==> src/rtl/hazard_stall_unit.sv <==
// Stall/bubble/flush control between IF/ID and EX: load-use interlock,
// taken-branch flush and multi-cycle mul/div occupancy of EX.
module hazard_stall_unit #(
  parameter int unsigned MD_LATENCY = 4
) (
  input  logic       clk,
  input  logic       rst_n,
  input  logic       id_valid,
  input  logic [4:0] id_rs1,
  input  logic [4:0] id_rs2,
  input  logic       id_uses_rs1,
  input  logic       id_uses_rs2,
  input  logic [4:0] id_rd,
  input  logic       id_reg_write,
  input  logic       id_is_load,
  input  logic       id_is_muldiv,
  input  logic       ex_branch_taken,
  output logic       stall_if,
  output logic       stall_id,
  output logic       bubble_ex,
  output logic       flush_if_id,
  output logic       ex_hold,
  output logic       md_busy,
  output logic       md_done
);

  localparam int unsigned CW = $clog2(MD_LATENCY);

  typedef enum logic [1:0] {
    IDLE    = 2'd0,
    MD_BUSY = 2'd1,
    MD_DONE = 2'd2
  } state_t;

  state_t          state, state_next;
  logic [CW-1:0]   cnt, cnt_next;
  logic            ex_load_valid, ex_load_valid_next;
  logic [4:0]      ex_load_rd, ex_load_rd_next;
  logic            load_use;
  logic            advance;

  always_ff @(posedge clk) begin
    if (!rst_n) begin
      state         <= IDLE;
      cnt           <= '0;
      ex_load_valid <= 1'b0;
      ex_load_rd    <= '0;
    end else begin
      state         <= state_next;
      cnt           <= cnt_next;
      ex_load_valid <= ex_load_valid_next;
      ex_load_rd    <= ex_load_rd_next;
    end
  end

  // ex_load_valid already excludes x0; the extra compare keeps x0 safe by construction.
  assign load_use = id_valid && ex_load_valid && (ex_load_rd != 5'd0) &&
                    ((id_uses_rs1 && (ex_load_rd == id_rs1)) ||
                     (id_uses_rs2 && (ex_load_rd == id_rs2)));

  always_comb begin
    stall_if           = 1'b0;
    stall_id           = 1'b0;
    bubble_ex          = 1'b0;
    flush_if_id        = 1'b0;
    ex_hold            = 1'b0;
    md_busy            = 1'b0;
    md_done            = (state == MD_DONE);
    state_next         = state;
    cnt_next           = cnt;
    ex_load_valid_next = ex_load_valid;
    ex_load_rd_next    = ex_load_rd;
    advance            = 1'b0;

    if (state == MD_BUSY) begin
      ex_hold  = 1'b1;
      stall_if = 1'b1;
      stall_id = 1'b1;
      md_busy  = 1'b1;
      cnt_next = cnt - 1'b1;
      if (cnt == CW'(1)) state_next = MD_DONE;
    end else begin
      if (ex_branch_taken) begin
        flush_if_id = 1'b1;
        bubble_ex   = 1'b1;
      end else if (load_use) begin
        stall_if  = 1'b1;
        stall_id  = 1'b1;
        bubble_ex = 1'b1;
      end

      advance = id_valid && !stall_id && !bubble_ex;
      if (advance) begin
        ex_load_valid_next = id_is_load && id_reg_write && (id_rd != 5'd0);
        ex_load_rd_next    = id_rd;
        if (id_is_muldiv) begin
          state_next = MD_BUSY;
          cnt_next   = CW'(MD_LATENCY - 1);
        end else begin
          state_next = IDLE;
        end
      end else begin
        ex_load_valid_next = 1'b0;
        state_next         = IDLE;
      end
    end
  end

endmodule

==> config.mk <==
export PLATFORM = sky130hd
export DESIGN_NAME = hazard_stall_unit
export DESIGN_NICKNAME = d
export VERILOG_FILES = /design/src/rtl/hazard_stall_unit.sv
export SDC_FILE = /design/constraint.sdc
export NUM_CORES = 1
export LEC_CHECK = 0
export CAP_MARGIN = 25
export CORE_AREA = 10 10 52 54
export CTS_CLUSTER_SIZE = 20
export DETAILED_ROUTE_END_ITERATION = 8
export DIE_AREA = 0 0 62 64
export GPL_ROUTABILITY_DRIVEN = 0
export GPL_TIMING_DRIVEN = 0
export HOLD_SLACK_MARGIN = 0.15
export PLACE_DENSITY = 0.84
export SETUP_SLACK_MARGIN = 0.5
export SLEW_MARGIN = 15
export SYNTH_ARGS = -nofsm -noshare
export SYNTH_HDL_FRONTEND = slang
export SYNTH_SLANG_ARGS = --single-unit
==> constraint.sdc <==
create_clock -name clk -period 2.28 [get_ports clk]
set_input_delay 0.342 -clock clk [delete_from_list [all_inputs] [get_ports clk]]
set_output_delay 0.342 -clock clk [all_outputs]
set_load 0.02 [all_outputs]
==> impl_results.md <==
* Commonest cells post-synth: nand2_1 (13), dfxtp_1 (10), xnor2_1 (10), mux2i_1 (5), nor2_1 (4)
* Skew final at 0.00222 ns
* PD cells at 444 mW/mm^2
* Critical Path Fanout Max at 3
* RSZ-0062 raised after global routing: true
* Wire per inst at 13.6 um
* Post-synthesis cell count at 71
* Clock buffer depth at 2
* Seq/Total Area, Yosys at 31.8%
* DR vias at 664
* Max Cap Viol at 0
* Combinational group share of total power at 30.3%
* Number of DRC markers in iteration 0 at 15
* I/O Buffers at 30
* Clk_lat worst skew at 0.26 ns
* Fin crit share at 93.2%
* Top cells by area, synth: dfxtp_1 (32%), xnor2_1 (14%), mux2i_1 (8.0%)
* Register area at 206 sq um
* DIE AREA at 0.00397 sq mm
* Async SR Flop Fraction at 0%
* Nets@finish at 138
* Max-slew headroom at 74.8%
* Post-synth EDFFs at 0
* Multi-input gate area at 440 sq um
* Layout area overhead at 78.5%
* Clock sinks at 10
* Top-area cell type share of the netlist area at 31.8%
* Gr usage total at 9.74%
* Critical Path RT at 1.94 ns
* Largest net degree at the start of global routing at 12
* Initial Utilization at 36.8%
* Vias in the first global route at 694
* Fin worst setup slack at 0.155 ns
* Count leader, synth: nand2_1
* DRC viols at 0
* Global route overflow at 0
* Worst setup SP type: flop
* Io pins at 31
* Cell Count, Final, Fillers Out at 137
* Dpl ws at -0.386 ns
* First-pass GRT wire length at 3.00 mm
* Post-Route Setup TNS at 0 ns
* Ys Warns at 0
* Clock transition at path regs at 0.06 ns
* Drt first pass iters at 4
* Vias/cell at 4.85
* Rows at 15
* Pleak at 0.481 nW
* Routed WL at 1.87 mm
* Initial antenna violation count at 0
* Final Util at 65.8%
* Highest clock rate at 0.471 GHz
* Outcome: complete, no violations
* # diodes at 0
* Final hold vios at 0
* Number of synthesized register bits at 10
* Die height at 64 um
* Max VDD drop at 0.301 mV
* Sequential Power Share at 38.5%
* CTS buffer count at 3
* Fillers at 141
* Syn Std Cell Area at 629 sq um
* Top_reg_cell synth: dfxtp_1
* CTS tree: built
* Syn nets at 96
* Worst-margin pin slew at 0.378 ns
* Critical Path Max Stage Delay at 0.51 ns
* Routed Antenna Nets at 0
* Htree depth at 1
* Syn Area/Cell at 8.86 sq um
* HP Class: flop to flop
* Switch Pwr at 0.000128 W
* Root Buffer: clkbuf_4
* Detailed Place HPWL at 1.45 mm
* Slew Viols, Final at 0
* Final setup fails at 0
* Synth area leader: dfxtp_1
* Slowest CP cell: or4_4
* Clock share of power at 31.2%
* Final Critical Period at 2.13 ns
* DIE WIDTH at 62 um
* Number of distinct library cells after synthesis at 25
* Switching share of power at 25.6%
* Layout cells sized above 1 at 25.0%
* Hold_ws at 0.509 ns
* DP Cell Count at 126
* Critical Path AT at 1.78 ns
* Placeable Area at 0.00171 sq mm
* Hold-fix buffers, CTS at 0
* Crit Path Category: flop to output port
* Worst Setup End Kind: output port
* Cell internal pwr at 0.000371 W
* Critical-path cell list: or4_4 > o21a_4 > a31o_4 > buf_4 > buf_6
## state kept, by name, indices dropped and copies added (netlist names)
signal,cells
cnt,2
state,2
ex_load_valid,1
ex_load_rd,5
## cell type report
cell class | instances | area share (%)
buffer | 4 | 2.67
inverter | 3 | 1.00
tap | 25 | 2.78
multi-input combinational | 54 | 39.2
sequential | 10 | 18.4
clock buffer | 4 | 3.23
timing repair buffer | 37 | 32.7
## layout by cell type, fill, tap and decap left out, drive strengths merged, types with 2 or more instances in the layout
master,Yosys,final
a21oi,2,2
buf,2,13
clkbuf,2,5
clkdlybuf4s15,0,2
clkdlybuf4s50,0,20
dfxtp,10,10
dlymetal6s2s,0,4
inv,3,3
mux2i,5,5
nand2,13,13
nand4,2,2
nor2,4,4
nor2b,3,3
or4,2,2
xnor2,10,10
## worst paths after layout
kind	cells after the start	slack (ns)	end	start
max	5	0.15	stall_if	ex_load_rd[0]$_SDFFE_PN0P_
min reg2reg	2	0.51	ex_load_rd[4]$_SDFFE_PN0P_	ex_load_rd[4]$_SDFFE_PN0P_
max reg2reg	7	0.21	ex_load_rd[0]$_SDFFE_PN0P_	ex_load_rd[0]$_SDFFE_PN0P_
min	2	0.51	ex_load_rd[4]$_SDFFE_PN0P_	ex_load_rd[4]$_SDFFE_PN0P_
## cell families after synthesis
logic type	count (synthesis)	share of synthesized area [%]
buf+inv	7	5.37
fa+ha+maj	1	1.99
xor+xnor	10	13.9
compound gates	12	19.5
mux	5	7.95
simple gates	26	19.5
flops	10	31.8
## power by group through the flow
stage          Sequential [W]  Clock (W)  Combinational (W)
6_report             0.000192   0.000156           0.000151
5_1_grt              0.000194   0.000173           0.000163
4_1_cts              0.000191   0.000163           0.000145
3_5_place_dp         0.000198          0           0.000134
3_3_place_gp         0.000197          0           0.000131
2_1_floorplan        0.000195          0          0.0000678
## through the flow
stage | cell area (sq um) | total power [W]
after global placement | 962 | 0.000328
final | 1120 | 0.000499
after floorplan | 631 | 0.000263
after detailed placement | 962 | 0.000332
after global routing | 1120 | 0.000529
after CTS | 1060 | 0.000499
## critical path, delay by kind of cell, from the launching register on
kind / cells / cell delay [ns]
AO/OA/AOI/OAI: 2 / 0.43
buffers and inverters: 2 / 0.25
flip-flops: 1 / 0.34
AND/OR/NAND/NOR: 1 / 0.51
## layer usage
| metal | vias to the layer above | wire (um) | part of all wire [%] | global-route usage (%) |
|---|---|---|---|---|
| met1 | 301 | 739 | 40 | 10.4 |
| met3 | 4 | 136 | 7.3 | 3.36 |
| met2 | 27 | 968 | 52 | 16.5 |
| met4 | 0 | 24 | 1.3 | 4.19 |
| met5 | - | 0 | 0 | 0 |
| li1 | 332 | - | - | - |
## what timing repair did
item	CTS	global route
setup buffers	5	2
endpoints found under the hold margin	0	0
pin swaps	6	6
resized for setup	29	14
endpoints found under the setup margin	12	14
Note: power is estimated with default switching activity, not from simulation.
==> patch (same flow settings) <==
Change the parameter `MD_LATENCY` from 4 to 16.
--- a/src/rtl/hazard_stall_unit.sv
+++ b/src/rtl/hazard_stall_unit.sv
@@ -2,5 +2,5 @@
 // taken-branch flush and multi-cycle mul/div occupancy of EX.
 module hazard_stall_unit #(
-  parameter int unsigned MD_LATENCY = 4
+  parameter int unsigned MD_LATENCY = 16
 ) (
   input  logic       clk,
Behaviour: not the same (Yosys sat finds a counterexample within 10 cycles, from zero or initial values and one cycle with rst_n low).
==> patch against the original RTL <==
Routed wire length is 16% higher. Fmax is 1.5% higher. Sequential cell count is 2 higher. Design area is 11% higher. Setup slack better by 0.032 ns. Count of clock-buffer cells in the layout stayed put. Sequential share of layout area is 1.5 points higher. Area after synthesis is 18% higher. Clock power is 10% higher. Total power is 13% higher. Critical path depth is 2 higher. Critical path type unchanged. Largest cell class unchanged.
==> patch: results (changes against the original RTL) <==
[power_and_ir_drop]
pwr_density_cell_mw_per_mm2 = 454  ; was 444 mW/mm²
proportion_of_power_drawn_by_flip_flops_and_latches_pct = 41.6  ; was 38.5%
power.share.clock_pct = 30.6  ; was 31.2%
peakVddDrop_mv = 0.313  ; was 0.301 mV

[setup_path]
r2r_end = ex_load_rd[2]$_SDFFE_PN0P_  ; was ex_load_rd[0]$_SDFFE_PN0P_
reg2reg_depth = 8  ; was 7
timing.critical_path.fanout_max = 4  ; was 3

[synth]
yosys-top-cells-count = nand2_1 (20), dfxtp_1 (12), xnor2_1 (10)  ; was nand2_1 (13), dfxtp_1 (10), xnor2_1 (10)
synth_top_family_by_area = simple AND/OR/NAND/NOR gates  ; was compound AO/OA/AOI/OAI gates
synth_fp_nets = 116  ; was 96
synthesis.area_per_instance_um2 = 8.26  ; was 8.86 µm²
post_synth_fa_ha_maj_area_fraction_pct = 3.37  ; was 1.99%
yosys.cell_types.count = 29  ; was 25
compound_gate_portion_of_the_synthesized_area_pct = 18.5  ; was 19.5%
synth_sequential_area_ratio_pct = 32.3  ; was 31.8%
netlist_top_cells_area = dfxtp_1 (32%), xnor2_1 (12%), nand2_1 (10%)  ; was dfxtp_1 (32%), xnor2_1 (14%), mux2i_1 (8.0%)

[global_routing]
grt_pass1_vias = 823  ; was 694
maximum_number_of_pins_on_one_net_before_global_route_repair = 11  ; was 12
grt_first_pass_wirelength_um = 3710  ; was 3000 µm
grt.met1_usage_pct = 13.0  ; was 10.4%
groute.layer.met3.usage_pct = 2.77  ; was 3.36%

[route]
met1Wirelength_um = 810  ; was 739 µm
wirelength_um = 2170  ; was 1870 µm
routed_via_density = 4.99  ; was 4.85
initial_drc_count = 10  ; was 15
dr_wl_met2_um = 1150  ; was 968 µm
wire_per_inst_um = 13.9  ; was 13.6 µm

[placement]
pre_cts_slack_ns = -0.451  ; was -0.386 ns
portBuffers = 29  ; was 30
place_inst = 144  ; was 126
post-dp-hpwl_um = 1620  ; was 1450 µm

[min_path]
hold_path_startpoint = rst_n  ; was ex_load_rd[4]$_SDFFE_PN0P_
hold_critical_path_endpoint = cnt[0]$_SDFFE_PN0P_  ; was ex_load_rd[4]$_SDFFE_PN0P_
hold-path-cell-count = 3  ; was 2

[run_status]
status = finished clean  ; unchanged

[timing]
fin_worst_skew_ns = 0.00352  ; was 0.00222 ns
final.setup.worst_slack_ns = 0.186  ; was 0.155 ns
relSlewSlack_pct = 73.2  ; was 74.8%

[cts]
clock_transition_at_the_register_clock_pins_on_the_worst_setup_and_hold_paths_after_cts_ns = 0.08  ; was 0.06 ns
insertion_delay_ns = 0.28  ; was 0.26 ns
cts_repair_resize_count = 34  ; was 29

[layout]
largest_registers = ex_load_rd (5), cnt (4), state (2)  ; was ex_load_rd (5), cnt (2), state (2)
finish.net_count = 158  ; was 138
drive_gt1_share_pct = 26.7  ; was 25.0%

==> patch: cell types whose count changed after synthesis, moves of 2 or more <==
| cell | before | now |
|---|---|---|
| o21ai_0 | 0 | 2 |
| inv_1 | 3 | 5 |
| a21oi_1 | 2 | 5 |
| nand2_1 | 13 | 20 |
| nor2b_1 | 3 | 1 |
| dfxtp_1 | 10 | 12 |
==> patch: logic make-up (layout without fill, tap and decap cells) <==
logic type | Yosys count | in the layout
AND/OR/NAND/NOR | 33 | 33
AO/OA/AOI/OAI | 17 | 17
flip-flops | 12 | 12
buffers and inverters | 11 | 52
XOR/XNOR | 10 | 10
multiplexers | 5 | 5
adder cells (fa/ha/maj) | 2 | 2
==> patch: final cells by class <==
class,instances,area (µm²),area share [%]
Sequential cell,12,246,19.8
Timing Repair Buffer,37,369,29.7
Tap cell,25,31.3,2.52
Inverter,6,25.0,2.01
Buffer,5,33.8,2.72
Clock buffer,4,36.3,2.92
Multi-Input combinational cell,67,500,40.3
